**config.mk**
```make
export PLATFORM = sky130hd
export DESIGN_NAME = gmii_rx_frame_parser
export DESIGN_NICKNAME = d
export VERILOG_FILES = /design/src/rtl/gmii_rx_frame_parser.sv
export SDC_FILE = /design/constraint.sdc
export NUM_CORES = 1
export LEC_CHECK = 0
export BUFFER_PORTS_ARGS = -buffer_cell sky130_fd_sc_hd__buf_2
export CORE_UTILIZATION = 35
export DETAILED_ROUTE_END_ITERATION = 16
export MAX_ROUTING_LAYER = met4
export PLACE_DENSITY = 0.64
export SLEW_MARGIN = 15
export SYNTH_ARGS = -nofsm -noshare
export SYNTH_HDL_FRONTEND = slang
export SYNTH_SLANG_ARGS = --single-unit
```
**constraint.sdc**
```tcl
create_clock -name clk_i -period 6.3 [get_ports clk_i]
set_input_delay 0.945 -clock clk_i [delete_from_list [all_inputs] [get_ports clk_i]]
set_output_delay 0.945 -clock clk_i [all_outputs]
set_load 0.05 [all_outputs]
```
**src/rtl/gmii_rx_frame_parser.sv**
```systemverilog
// GMII receive byte stage: strips preamble/SFD, checks the CRC-32 FCS, length-checks the frame,
// streams payload without FCS and reports one status word per frame. Define GMII_RX_STATS_EN for frame counters.
module gmii_rx_frame_parser #(
   parameter int min_len_p    = 60,
   parameter int max_len_p    = 1514,
   parameter int stat_width_p = 32
) (
   input  logic                    clk_i,
   input  logic                    reset_i,
   input  logic                    en_i,
   input  logic [7:0]              gmii_rxd_i,
   input  logic                    gmii_rx_dv_i,
   input  logic                    gmii_rx_er_i,
   output logic [7:0]              data_o,
   output logic                    valid_o,
   output logic                    status_v_o,
   output logic [10:0]             len_o,
   output logic                    crc_err_o,
   output logic                    rx_err_o,
   output logic                    runt_o,
   output logic                    giant_o,
   output logic [stat_width_p-1:0] good_cnt_o,
   output logic [stat_width_p-1:0] crc_cnt_o
);

   localparam logic [1:0] st_idle     = 2'd0;
   localparam logic [1:0] st_preamble = 2'd1;
   localparam logic [1:0] st_payload  = 2'd2;
   localparam logic [1:0] st_drop     = 2'd3;

   localparam logic [7:0]  preamble_byte = 8'h55;
   localparam logic [7:0]  sfd_byte      = 8'hD5;
   localparam logic [31:0] crc_residue   = 32'hDEBB20E3;

   // Limits expressed on the raw byte count, which includes the 4 FCS bytes.
   localparam logic [11:0] runt_lim  = 12'(min_len_p + 4);
   localparam logic [11:0] giant_lim = 12'(max_len_p + 4);

   logic [1:0]  state, state_n;
   logic [31:0] crc;
   logic [31:0] crc_next;
   logic [11:0] count;
   logic [11:0] count_inc;
   logic [11:0] len_full;
   logic [10:0] len_calc;
   logic [7:0]  dl [4];
   logic        rx_err;
   logic        start_frame;
   logic        payload_byte;
   logic        frame_end;
   logic        crc_bad;
   logic        good_frame;

   function automatic logic [31:0] crc_byte(input logic [31:0] c_in, input logic [7:0] d);
      logic [31:0] c;
      c = c_in ^ {24'h0, d};
      for (int b = 0; b < 8; b++)
         c = c[0] ? ((c >> 1) ^ 32'hEDB88320) : (c >> 1);
      return c;
   endfunction

   always_comb begin
      state_n     = state;
      start_frame = 1'b0;
      if (en_i) begin
         case (state)
            st_idle: begin
               if (gmii_rx_dv_i) begin
                  if (gmii_rxd_i == preamble_byte) state_n = st_preamble;
                  else if (gmii_rxd_i == sfd_byte) begin
                     state_n     = st_payload;
                     start_frame = 1'b1;
                  end else state_n = st_drop;
               end
            end
            st_preamble: begin
               if (!gmii_rx_dv_i) state_n = st_idle;
               else if (gmii_rxd_i == sfd_byte) begin
                  state_n     = st_payload;
                  start_frame = 1'b1;
               end else if (gmii_rxd_i != preamble_byte) state_n = st_drop;
            end
            st_payload: if (!gmii_rx_dv_i) state_n = st_idle;
            default:    if (!gmii_rx_dv_i) state_n = st_idle;
         endcase
      end
   end

   always_comb begin
      payload_byte = en_i && (state == st_payload) && gmii_rx_dv_i;
      frame_end    = en_i && (state == st_payload) && !gmii_rx_dv_i;
      crc_next     = crc_byte(crc, gmii_rxd_i);
      count_inc    = (count == 12'hFFF) ? count : count + 12'd1;
      len_full     = count - 12'd4;
      if (count < 12'd4)          len_calc = 11'd0;
      else if (len_full > 12'd2047) len_calc = 11'h7FF;
      else                        len_calc = len_full[10:0];
      crc_bad    = (crc != crc_residue);
      good_frame = !crc_bad && !rx_err && (count >= runt_lim) && (count <= giant_lim);
   end

   // NOTE: the FCS delay line is reset along with the control state so a frame never sees stale bytes.
   always_ff @(posedge clk_i or posedge reset_i) begin
      if (reset_i) begin
         state      <= st_idle;
         crc        <= 32'hFFFFFFFF;
         count      <= '0;
         rx_err     <= 1'b0;
         for (int i = 0; i < 4; i++) dl[i] <= '0;
         data_o     <= '0;
         valid_o    <= 1'b0;
         status_v_o <= 1'b0;
         len_o      <= '0;
         crc_err_o  <= 1'b0;
         rx_err_o   <= 1'b0;
         runt_o     <= 1'b0;
         giant_o    <= 1'b0;
      end else begin
         valid_o    <= 1'b0;
         status_v_o <= 1'b0;
         state      <= state_n;
         if (start_frame) begin
            crc    <= 32'hFFFFFFFF;
            count  <= '0;
            rx_err <= 1'b0;
            for (int i = 0; i < 4; i++) dl[i] <= '0;
         end
         if (payload_byte) begin
            crc   <= crc_next;
            count <= count_inc;
            dl[0] <= gmii_rxd_i;
            for (int i = 1; i < 4; i++) dl[i] <= dl[i-1];
            if (gmii_rx_er_i) rx_err <= 1'b1;
            // The oldest byte leaves the line once 4 newer bytes follow it, up to max_len_p bytes.
            if (count_inc >= 12'd5 && count_inc <= giant_lim) begin
               valid_o <= 1'b1;
               data_o  <= dl[3];
            end
         end
         if (frame_end) begin
            status_v_o <= 1'b1;
            len_o      <= len_calc;
            crc_err_o  <= crc_bad;
            rx_err_o   <= rx_err;
            runt_o     <= (count < runt_lim);
            giant_o    <= (count > giant_lim);
         end
      end
   end

`ifdef GMII_RX_STATS_EN
   always_ff @(posedge clk_i or posedge reset_i) begin
      if (reset_i) begin
         good_cnt_o <= '0;
         crc_cnt_o  <= '0;
      end else if (frame_end) begin
         if (good_frame) good_cnt_o <= good_cnt_o + stat_width_p'(1);
         if (crc_bad)    crc_cnt_o  <= crc_cnt_o + stat_width_p'(1);
      end
   end
`else
   assign good_cnt_o = '0;
   assign crc_cnt_o  = '0;
   logic unused_stats;
   assign unused_stats = good_frame;
`endif

endmodule

```
# Word level (Yosys, flattened, before mapping)
# Index checks and enable logic that the tools add are counted.
# totals
register_bits,104
in_bits,13
output_inout_bits,89
wordCells,89
# op_classes
addsub,2
n_lt_le_gt_ge,6
eq_ne,10
n_mux,37
bitwise_logic,9
reduce_logical,9
# ops
operator,count
$mux W32,12
$not A13 Y14,8
$mux W12,3
$ne A32 B32 Y1 const B,1
$xor A32 B8 Y32,1
$gt A12 B11 Y1 const B,2
$mux W11,2
$add A12 B1 Y12 const B,1
$eq A12 B12 Y1 const B,1
$ge A12 B3 Y1 const B,1
$le A12 B11 Y1 const B,1
$lt A12 B3 Y1 const B,1
$lt A12 B7 Y1 const B,1
$mux W1,12
$mux W2,6
$sub A12 B3 Y12 const B,1
$eq A8 B7 Y1 const B,1
$eq A8 B8 Y1 const B,1
$ne A8 B7 Y1 const B,1
$logic_and A1 B1 Y1,4
$ne A4 B4 Y1 const B,1
$pmux W2 S2,1
$reduce_and A4 Y1,1
$ne A3 B1 Y1 const B,1
other kinds (8),8

# Logic depth before layout (Yosys ltp)
# Gate-level depths: netlist of run 1.
# logic_depth
ltp_word,18
mapped_depth,10

# Worst setup path after synthesis of run 1
# No wires, ideal clock.
# synth_path
path_type,reg2reg
start,reg count[1]
end,reg data_o[0]
t_arrival_ps,2305
slack_ps,3870
stages_incl_launch_ff,11
period_less_slack_ps,2430
path_cell_list,dfrtp_1 > ha_1 > buf_2 > and4_1 > buf_2 > a41oi_2 > o21ba_2 > a211oi_1 > o211a_1 > buf_4 > mux2_2
# synth_via
elab_chain_cells,5
word_cells_on_any_way,7
classes_between,add/sub: 1; order compare: 2; eq/ne: 1; mux: 1; reduce/logical: 2
# synth_lines
item,line_no,rtl
from (decl),42,logic [11:0] count;
from (signal assigned),130,count <= count_inc;
$add A12 B1 Y12 or $eq A12 B12 Y1 (tied branches),93,count_inc = (count == 12'hFFF) ? count : count + 12'd1;
$mux W12 (*),93,
$ge A12 B3 Y1 or $le A12 B11 Y1 (tied branches),135,if (count_inc >= 12'd5 && count_inc <= giant_lim) begin
$logic_and A1 B1 Y1 (*),135,
$reduce_and A2 Y1 (no line) (*),-,
to (signal assigned),137,data_o <= dl[3];
to (decl),14,"output logic [7:0] data_o,"
# Mark *: on every way between the ends. The rest lies on a longest branch, timed or not.
# A chain may end at the register's enable or synchronous reset.

# Worst setup path in the final report of run 1
# layout_path
start,reg count[2]
end,reg data_o[5]
# The elaborated chain is that of the path after synthesis.

==> flow_summary.toml, run 1 <==
[run_status]
status = "finished, final reports clean"

[layout]
finalInstanceArea_sq_um = 6550
drive_gt1_share_pct = 17.2
antenna_cells = 0
syn2layout_area_growth_pct = 6.40
nNetsFinal = 698
final_cell_mix = "nand2_1, dfrtp_1, conb_1"
final_common_cell = "nand2_1"

[power_and_ir_drop]
ir_drop_uv = 333
power_frac_seq_pct = 33.9
clkPwrFrac_pct = 15.8
p_sw_mw = 1.55
powerDensity_nw_per_um2 = 548
leakage_nw = 2.74
switching_share_pct = 43.0
p_comb_share_pct = 50.3
p_int_mw = 2.05

[die]
ios = 102
rows = 48
fp.coreArea_sq_um = 17200
die_area_sq_um = 18100
start_util_pct = 35.7
die_w_um = 135
die_h_um = 135

[routing]
vias_per_cell = 4.93
drt-total-wl_um = 13600
postRouteAntennaNets = 0
drt-initial-drc-count = 380
drc_errors = 0
vias = 4492
post_drt_wl_per_cell_um = 14.9
first_pass_iters = 4

[yosys]
synth_area_sq_um = 6160
yosys-top-cells-area = "dfrtp_1, dfstp_2, buf_4"
synthArstFlopShare_pct = 100
syn_avg_cell_area_sq_um = 9.15
ys_seq_elements = 104
yosysWarnings = 0
synth_edf_count = 0
yosysTopAreaCell = "dfrtp_1"
synth_cell_types = 61
synth_top_area_share_pct = 29.3
synthCells = 673
synth_ff_type = "dfrtp_1"
yosysSeqAreaShare_pct = 42.9

[clock_network]
clk_pin_slew_ps = 70
cts_buffers = 9
post-cts-setup-buffers = 0
cts_hold_buf = 0
h-tree-depth = 3
cts_root_buf = "clkbuf_16"
cts_resized = 0
clock_sinks = 104
cts_tree = "built"
worstSkewPairLatency_ps = 360
clockBufferDepth = 2

[worst_setup_path]
slowest_delay_ps = 640
end_kind = "register"
crit_required_ps = 6530
path_max_fanout = 15
worst-setup-path-type = "register to register"
cpMaxStageDelayCell = "dfrtp_1"
crit_chain = "ha_1 > and4_1 > nand4_1 > o21ba_2 > a211oi_1 > o211a_1 > mux2_2"
critPathLaunchType = "register"
arrival_ps = 3280

[global_route]
grt_antenna_before_repair = 0
grt_pass1_wl_um = 22400
overflow = 0
grt_pass1_vias = 4208
grt_util_all_layers_pct = 16.1
grt_max_degree = 91

[timing]
rsz0062_at_grt = "false"
tightest_slew_ps = 973
period_share_pct = 48.4
hold_viol = 0
fmax_mhz = 328
max_slew_margin_pct = 34.6
finalSetupTns_ps = 0
setup_viol_count_final = 0
skew_ps = 17.9
fin_crit_ps = 3050
report.final.slew_viol_count = 0

[placement]
place_congestion = 0.845
dp_hpwl_um = 9220
place_area_sq_um = 6260
io_buffers = 37

[worst_hold_path]
hold_class = "register to register"

[flow_run]
maxCapViolations = 0
cells in the mapped netlist (all sizes together) (2+ instances only):
cell      n
nand2    99
buf      77
dfrtp    72
o21ai    56
xnor2    53
a21oi    37
nor3     36
dfstp    32
clkbuf   30
nor2     30
xor2     24
inv      10
mux2     10
nand3    10
nand4     9
a211oi    6
a31oi     6
nand4b    6
nor4      6
and3      5
nor2b     5
and4      4
ha        3
nand2b    3
o22ai     3
o31a      3
or2       3
a22o      2
a2bb2oi   2
a41oi     2
mux2i     2
nor3b     2
o21bai    2
o221ai    2
o22a      2
o31ai     2
or4       2
per-layer routing:
layer / wire length [um] / global-route usage [%]
met1: 6420 / 22.1
met2: 6550 / 24.6
met3: 441 / 3.19
met5: 0 / -
met4: 146 / 3.81
registers in the layout, summed over array words and instances, names as in the netlist:
name / cells
data_o: 8
runt_o: 1
rx_err: 1
state: 2
dl: 32
crc: 32
count: 12
giant_o: 1
len_o: 11
rx_err_o: 1
status_v_o: 1
crc_err_o: 1
valid_o: 1
layout make-up:
| cell class | count | area [sq um] |
|---|---|---|
| sequential | 104 | 2640 |
| clock inverter | 4 | 51.3 |
| inverter | 10 | 40.0 |
| multi-input combinational | 515 | 3070 |
| timing repair buffer | 42 | 223 |
| fill | 1817 | 10700 |
| tap | 225 | 282 |
| clock buffer | 12 | 246 |
final timing paths:
| kind | startpoint | end | slack, ps | cells past startpoint |
|---|---|---|---|---|
| worst max-delay path | count[2] | data_o[5] | 3250 | 7 |
| worst min-delay path | len_o[10] | len_o[10] | 470 | 2 |
| worst max register to register | count[2] | data_o[5] | 3250 | 7 |
| worst min register to register | len_o[10] | len_o[10] | 470 | 2 |
| max in group asynchronous | reset_i | count[2] | 4430 | 3 |
| min in group asynchronous | reset_i | valid_o | 690 | 2 |
worst max-delay path: cells and delay by family (launching register included):
family / cells / cell delay, ps
compound gates: 3 / 920
fa+ha+maj: 1 / 400
flops: 1 / 640
mux: 1 / 380
simple gates: 2 / 590
power groups by stage:
stage	clock network, mW	registers [mW]	logic, mW
after floorplan	0	1.31	1.39
after global placement	0	1.23	1.77
after detailed placement	0	1.23	1.79
after CTS	0.584	1.22	1.81
after global routing	0.606	1.26	1.97
final	0.569	1.22	1.81
cells by family after synthesis:
group           share of synthesized area, %
xor+xnor                                12.6
buf+inv                                 11.3
compound gates                          12.7
simple gates                            17.7
flops                                   42.9
mux                                     2.15
other cells                           0.0609
fa+ha+maj                              0.609
per-stage QoR:
| step | power [mW] | utilization (%) | std cells | worst slack [ps] | hold slack, ps |
|---|---|---|---|---|---|
| detailed placement | 3.02 | 36.3 | 896 | 3170 | 463 |
| finish | 3.59 | 38.0 | 912 | 3250 | 474 |
| CTS | 3.61 | 38.0 | 912 | 3280 | 481 |
| global route | 3.83 | 38.0 | 912 | 3020 | 499 |
| global placement | 3.00 | 36.3 | 896 | 3200 | 456 |
| floorplan | 2.69 | - | 736 | 2680 | 450 |
(Power assumes the default switching activity.)
==> run 2: changes to the inputs <==
clock period = 3.1 ns   (was 6.3 ns; I/O delays follow)
==> run 2 against run 1 <==
Worst hold slack got worse by 210 ps. Core utilization rose by 1.1 points. Sequential power up 99%. First-iteration DRC count decreased by 36%. Non-clock buffer count is 19 higher. Register-to-register slack worse by 2800 ps. Critical path depth did not move. Setup slack got worse by 2800 ps. Maximum frequency increased by 14%. Clock power increased by 130%. Clock skew down 10 ps.
==> flow_summary.toml, run 2 (synthesized netlist as in run 1, its figures left out) <==
[layout]
antenna_cells = 0
multiInputGateArea_sq_um = 3070
fill_cells = 1724
fin_cells = 931
drive_gt1_share_pct = 19.7
final_common_cell = "nand2_1"
final_cell_mix = "nand2_1, dfrtp_1, conb_1"
syn2layout_area_growth_pct = 9.59
nNetsFinal = 717
seqCellArea_sq_um = 2640
top_regs = "crc x32, dl x32, count x12"

[power_and_ir_drop]
power_frac_seq_pct = 32.6
p_comb_share_pct = 50.0
clkPwrFrac_pct = 17.3
ir_drop_uv = 762
switching_share_pct = 42.3
leakage_nw = 2.85
powerDensity_nw_per_um2 = 1100
p_sw_mw = 3.15
p_int_mw = 4.30

[worst_setup_path]
crit_family = "compound AO/OA/AOI/OAI gates"
slowest_delay_ps = 540
arrival_ps = 2910
end_kind = "register"
cpMaxStageDelayCell = "dfrtp_1"
path_max_fanout = 11
worst-setup-path-type = "register to register"
crit_chain = "ha_1 > and4_1 > nand4_1 > o21ba_2 > a211oi_1 > o211a_1 > mux2_2"
path_buf_inv = 0
critPathLaunchType = "register"
crit_required_ps = 3340

[placement]
place_congestion = 0.907
dp.cells = 915
io_buffers = 37
dp_hpwl_um = 9660

[timing]
fin_crit_ps = 2660
setup_viol_count_final = 0
finalSetupTns_ps = 0
tightest_slew_ps = 827
fin_hold_ws_ps = 259
report.final.slew_viol_count = 0
rsz0062_at_grt = "false"
hold_viol = 0
fmax_mhz = 375
period_share_pct = 85.9
max_slew_margin_pct = 44.8
skew_ps = 7.51

[die]
ios = 102
die_w_um = 135
start_util_pct = 35.7
fp.coreArea_sq_um = 17200
die_area_sq_um = 18100
rows = 48
die_h_um = 135

[global_route]
grt_antenna_before_repair = 0
grt_util_all_layers_pct = 16.3
overflow = 0
grt_pass1_vias = 4283
grt_max_degree = 69
grt_pass1_wl_um = 22600

[clock_network]
cts_root_buf = "clkbuf_16"
cts_resized = 0
clock_sinks = 104
clockBufferDepth = 2
worstSkewPairLatency_ps = 360
cts_tree = "built"
cts_buffers = 9
clk_pin_slew_ps = 70
post-cts-setup-buffers = 0
cts_hold_buf = 0
h-tree-depth = 3

[routing]
drc_errors = 0
drt-initial-drc-count = 244
vias = 4577
met2_length_um = 6730
postRouteAntennaNets = 0
first_pass_iters = 4
top_layer = "met4"
post_drt_wl_per_cell_um = 14.9
vias_per_cell = 4.92
wirelength_met1_um = 6450
drt-total-wl_um = 13900
wl_met3_um = 443

[worst_hold_path]
hold_class = "input port to async pin"

[run_status]
status = "finished, final reports clean"

[flow_run]
maxCapViolations = 0
run 2: metrics by stage:
step           total power [mW]  setup slack [ps]  util [%]  cell area, sq um
2_1_floorplan              5.48               670         -              6400
6_report                   7.45               436      39.2              6750
3_5_place_dp               6.19               475      37.2              6410
5_1_grt                    7.94               211      39.2              6750
4_1_cts                    7.51               452      39.2              6750
3_3_place_gp               6.15               484      37.2              6410
run 2: layer usage:
layer	vias up	global-route usage, %
li1	2235	-
met1	2225	21.3
met2	100	25.7
met3	17	2.85
met4	0	5.31
met5	-	-
run 2: final timing paths:
kind                               from        end  slack [ps]  cells after the start
min in group clk_i         gmii_rx_er_i     rx_err         310                      3
max in group asynchronous       reset_i    crc[10]        2080                      3
min                             reset_i   count[9]         260                      2
min reg2reg                    len_o[4]   len_o[4]         480                      2
max                            count[3]  data_o[3]         440                      7
max reg2reg                    count[3]  data_o[3]         440                      7
run 2: power groups by stage:
stage	clock network, mW	registers [mW]	logic [mW]
floorplan	0	2.65	2.82
global placement	0	2.45	3.71
detailed placement	0	2.46	3.73
CTS	1.32	2.44	3.75
global route	1.37	2.51	4.06
finish	1.29	2.43	3.73
run 2: area by class of cell:
type | instances | share of cell area, %
inverter | 10 | 0.612
multi-input combinational | 515 | 45.5
clock inverter | 7 | 1.67
sequential | 104 | 39.1
tap | 225 | 4.17
timing repair buffer | 61 | 5.60
clock buffer | 9 | 3.34
run 2: worst register-to-register path, delay by kind of cell, from the launching register on:
kind / cells / cell delay [ps]
multiplexers: 1 / 380
AND/OR/NAND/NOR: 2 / 580
adder cells (fa/ha/maj): 1 / 230
AO/OA/AOI/OAI: 3 / 820
flip-flops: 1 / 540
==> run 3: changes to the inputs <==
GPL_TIMING_DRIVEN = 0   (was unset)
==> run 3 against run 2 <==
Sequential cell count is the same. First-iteration DRC count grew 24%. Highest routed layer unchanged. Clock power grew 3%. Critical path depth grew 3. Largest cell class unchanged. Critical path type unchanged. Sequential power is essentially flat.
==> flow_summary.toml, run 3 (synthesized netlist as in run 1, its figures left out) <==
[layout]
seqCellArea_sq_um = 2640
fin_cells = 1017
top_regs = "crc x32, dl x32, count x12"
antenna_cells = 0
final_common_cell = "nand2_1"
fill_cells = 1732
multiInputGateArea_sq_um = 3060
nNetsFinal = 803
drive_gt1_share_pct = 23.9
syn2layout_area_growth_pct = 18.0
final_cell_mix = "nand2_1, dfrtp_1, buf_4"

[clock_network]
h-tree-depth = 3
post-cts-setup-buffers = 0
clock_sinks = 104
cts_resized = 0
clockBufferDepth = 2
cts_hold_buf = 0
cts_tree = "built"
cts_root_buf = "clkbuf_16"
clk_pin_slew_ps = 80
cts_buffers = 9
worstSkewPairLatency_ps = 360

[routing]
drt-initial-drc-count = 302
drc_errors = 0
vias_per_cell = 4.69
vias = 4774
post_drt_wl_per_cell_um = 14.4
drt-total-wl_um = 14600
postRouteAntennaNets = 0
first_pass_iters = 5

[die]
die_w_um = 135
fp.coreArea_sq_um = 17200
ios = 102
start_util_pct = 35.7
rows = 48
die_area_sq_um = 18100
die_h_um = 135

[timing]
fin_crit_ps = 2760
hold_viol = 0
max_slew_margin_pct = 33.2
fin_hold_ws_ps = 73.7
setup_viol_count_final = 0
skew_ps = 12.1
rsz0062_at_grt = "false"
tightest_slew_ps = 994
fmax_mhz = 362
finalSetupTns_ps = 0
period_share_pct = 89.1
setup_ws_ps = 338
report.final.slew_viol_count = 0

[worst_setup_path]
reg2regPathDepth = 10
end_kind = "register"
critPathLaunchType = "register"
crit_chain = "ha_1 > buf_2 > and4_1 > buf_2 > nand4_1 > o21ba_2 > a211oi_1 > o211a_1 > buf_4 > mux2_2"
arrival_ps = 3000
crit_required_ps = 3340
worst-setup-path-type = "register to register"
ff2ff_setup_slack_ps = 340
path_buf_inv = 3
worst_r2r_endpoint = "data_o[1]"
crit_family = "compound AO/OA/AOI/OAI gates"
path_max_fanout = 10
crit_path_frequent_cell = "buf_2"
cpMaxStageDelayCell = "dfrtp_1"
r2r-start = "count[1]"
slowest_delay_ps = 490

[placement]
dp.cells = 1001
pre_cts_ws_ps = 353
io_buffers = 37
place_congestion = 0.902
dp_hpwl_um = 10900

[run_status]
status = "finished, final reports clean"

[power_and_ir_drop]
p_comb_share_pct = 50.5
total_power_mw = 7.54
p_int_mw = 4.38
p_sw_mw = 3.15
ir_drop_uv = 598
clkPwrFrac_pct = 17.6
switching_share_pct = 41.8
powerDensity_nw_per_um2 = 1040
leakage_nw = 3.19
power_frac_seq_pct = 31.9

[global_route]
grt_pass1_vias = 4636
grt_max_degree = 36
overflow = 0
grt_antenna_before_repair = 0
grt_util_all_layers_pct = 17.7
grt_pass1_wl_um = 24400

[worst_hold_path]
hold_class = "input port to async pin"

[flow_run]
maxCapViolations = 0
==> run 3: worst reg2reg max path: stages, from the launching register on <==
cell and delay [ps]:
dfrtp_1 490, ha_1 220, buf_2 230, and4_1 210
buf_2 200, nand4_1 140, o21ba_2 260, a211oi_1 200
o211a_1 190, buf_4 170, mux2_2 340
==> run 3: cell type report <==
| cell class | instances | area share, % |
|---|---|---|
| Timing Repair Buffer | 40 | 3.37 |
| Buffer | 107 | 9.07 |
| Multi-Input combinational cell | 515 | 42.0 |
| Tap cell | 225 | 3.87 |
| Clock inverter | 6 | 1.58 |
| Clock buffer | 10 | 3.15 |
| Sequential cell | 104 | 36.3 |
| Inverter | 10 | 0.568 |
==> run 3: power groups by stage <==
stage	Sequential [mW]	Clock (mW)	Combinational, mW
after detailed placement	2.42	0	3.78
after global routing	2.47	1.41	4.13
after CTS	2.40	1.36	3.81
after global placement	2.41	0	3.74
final	2.40	1.33	3.81
after floorplan	2.65	0	2.82
==> run 3: worst max path at each step <==
stage | from | to | slack [ps] | depth (start not counted)
floorplan | count[1] | data_o[0] | 670 | 10
global placement | count[1] | data_o[7] | 380 | 10
detailed placement | gmii_rxd_i[3] | dl[1] | 350 | 7
CTS | count[1] | data_o[6] | 370 | 10
global route | count[7] | len_o[2] | 150 | 5
finish | count[1] | data_o[1] | 340 | 10
==> run 3: per-layer routing <==
layer	vias to the layer above	global-route usage [%]	wire length, um	part of all wire [%]
met4	0	5.49	192	1.3
met1	2252	23.1	6750	46
met2	108	28.2	7110	49
met5	-	-	0	0
li1	2401	-	-	-
met3	13	3.04	572	3.9
==> run 3: through the flow <==
step / instance area (sq um) / utilization (%)
finish: 7270 / 42.2
global route: 7270 / 42.2
CTS: 7270 / 42.2
global placement: 6870 / 39.8
floorplan: 6400 / -
detailed placement: 6930 / 40.2
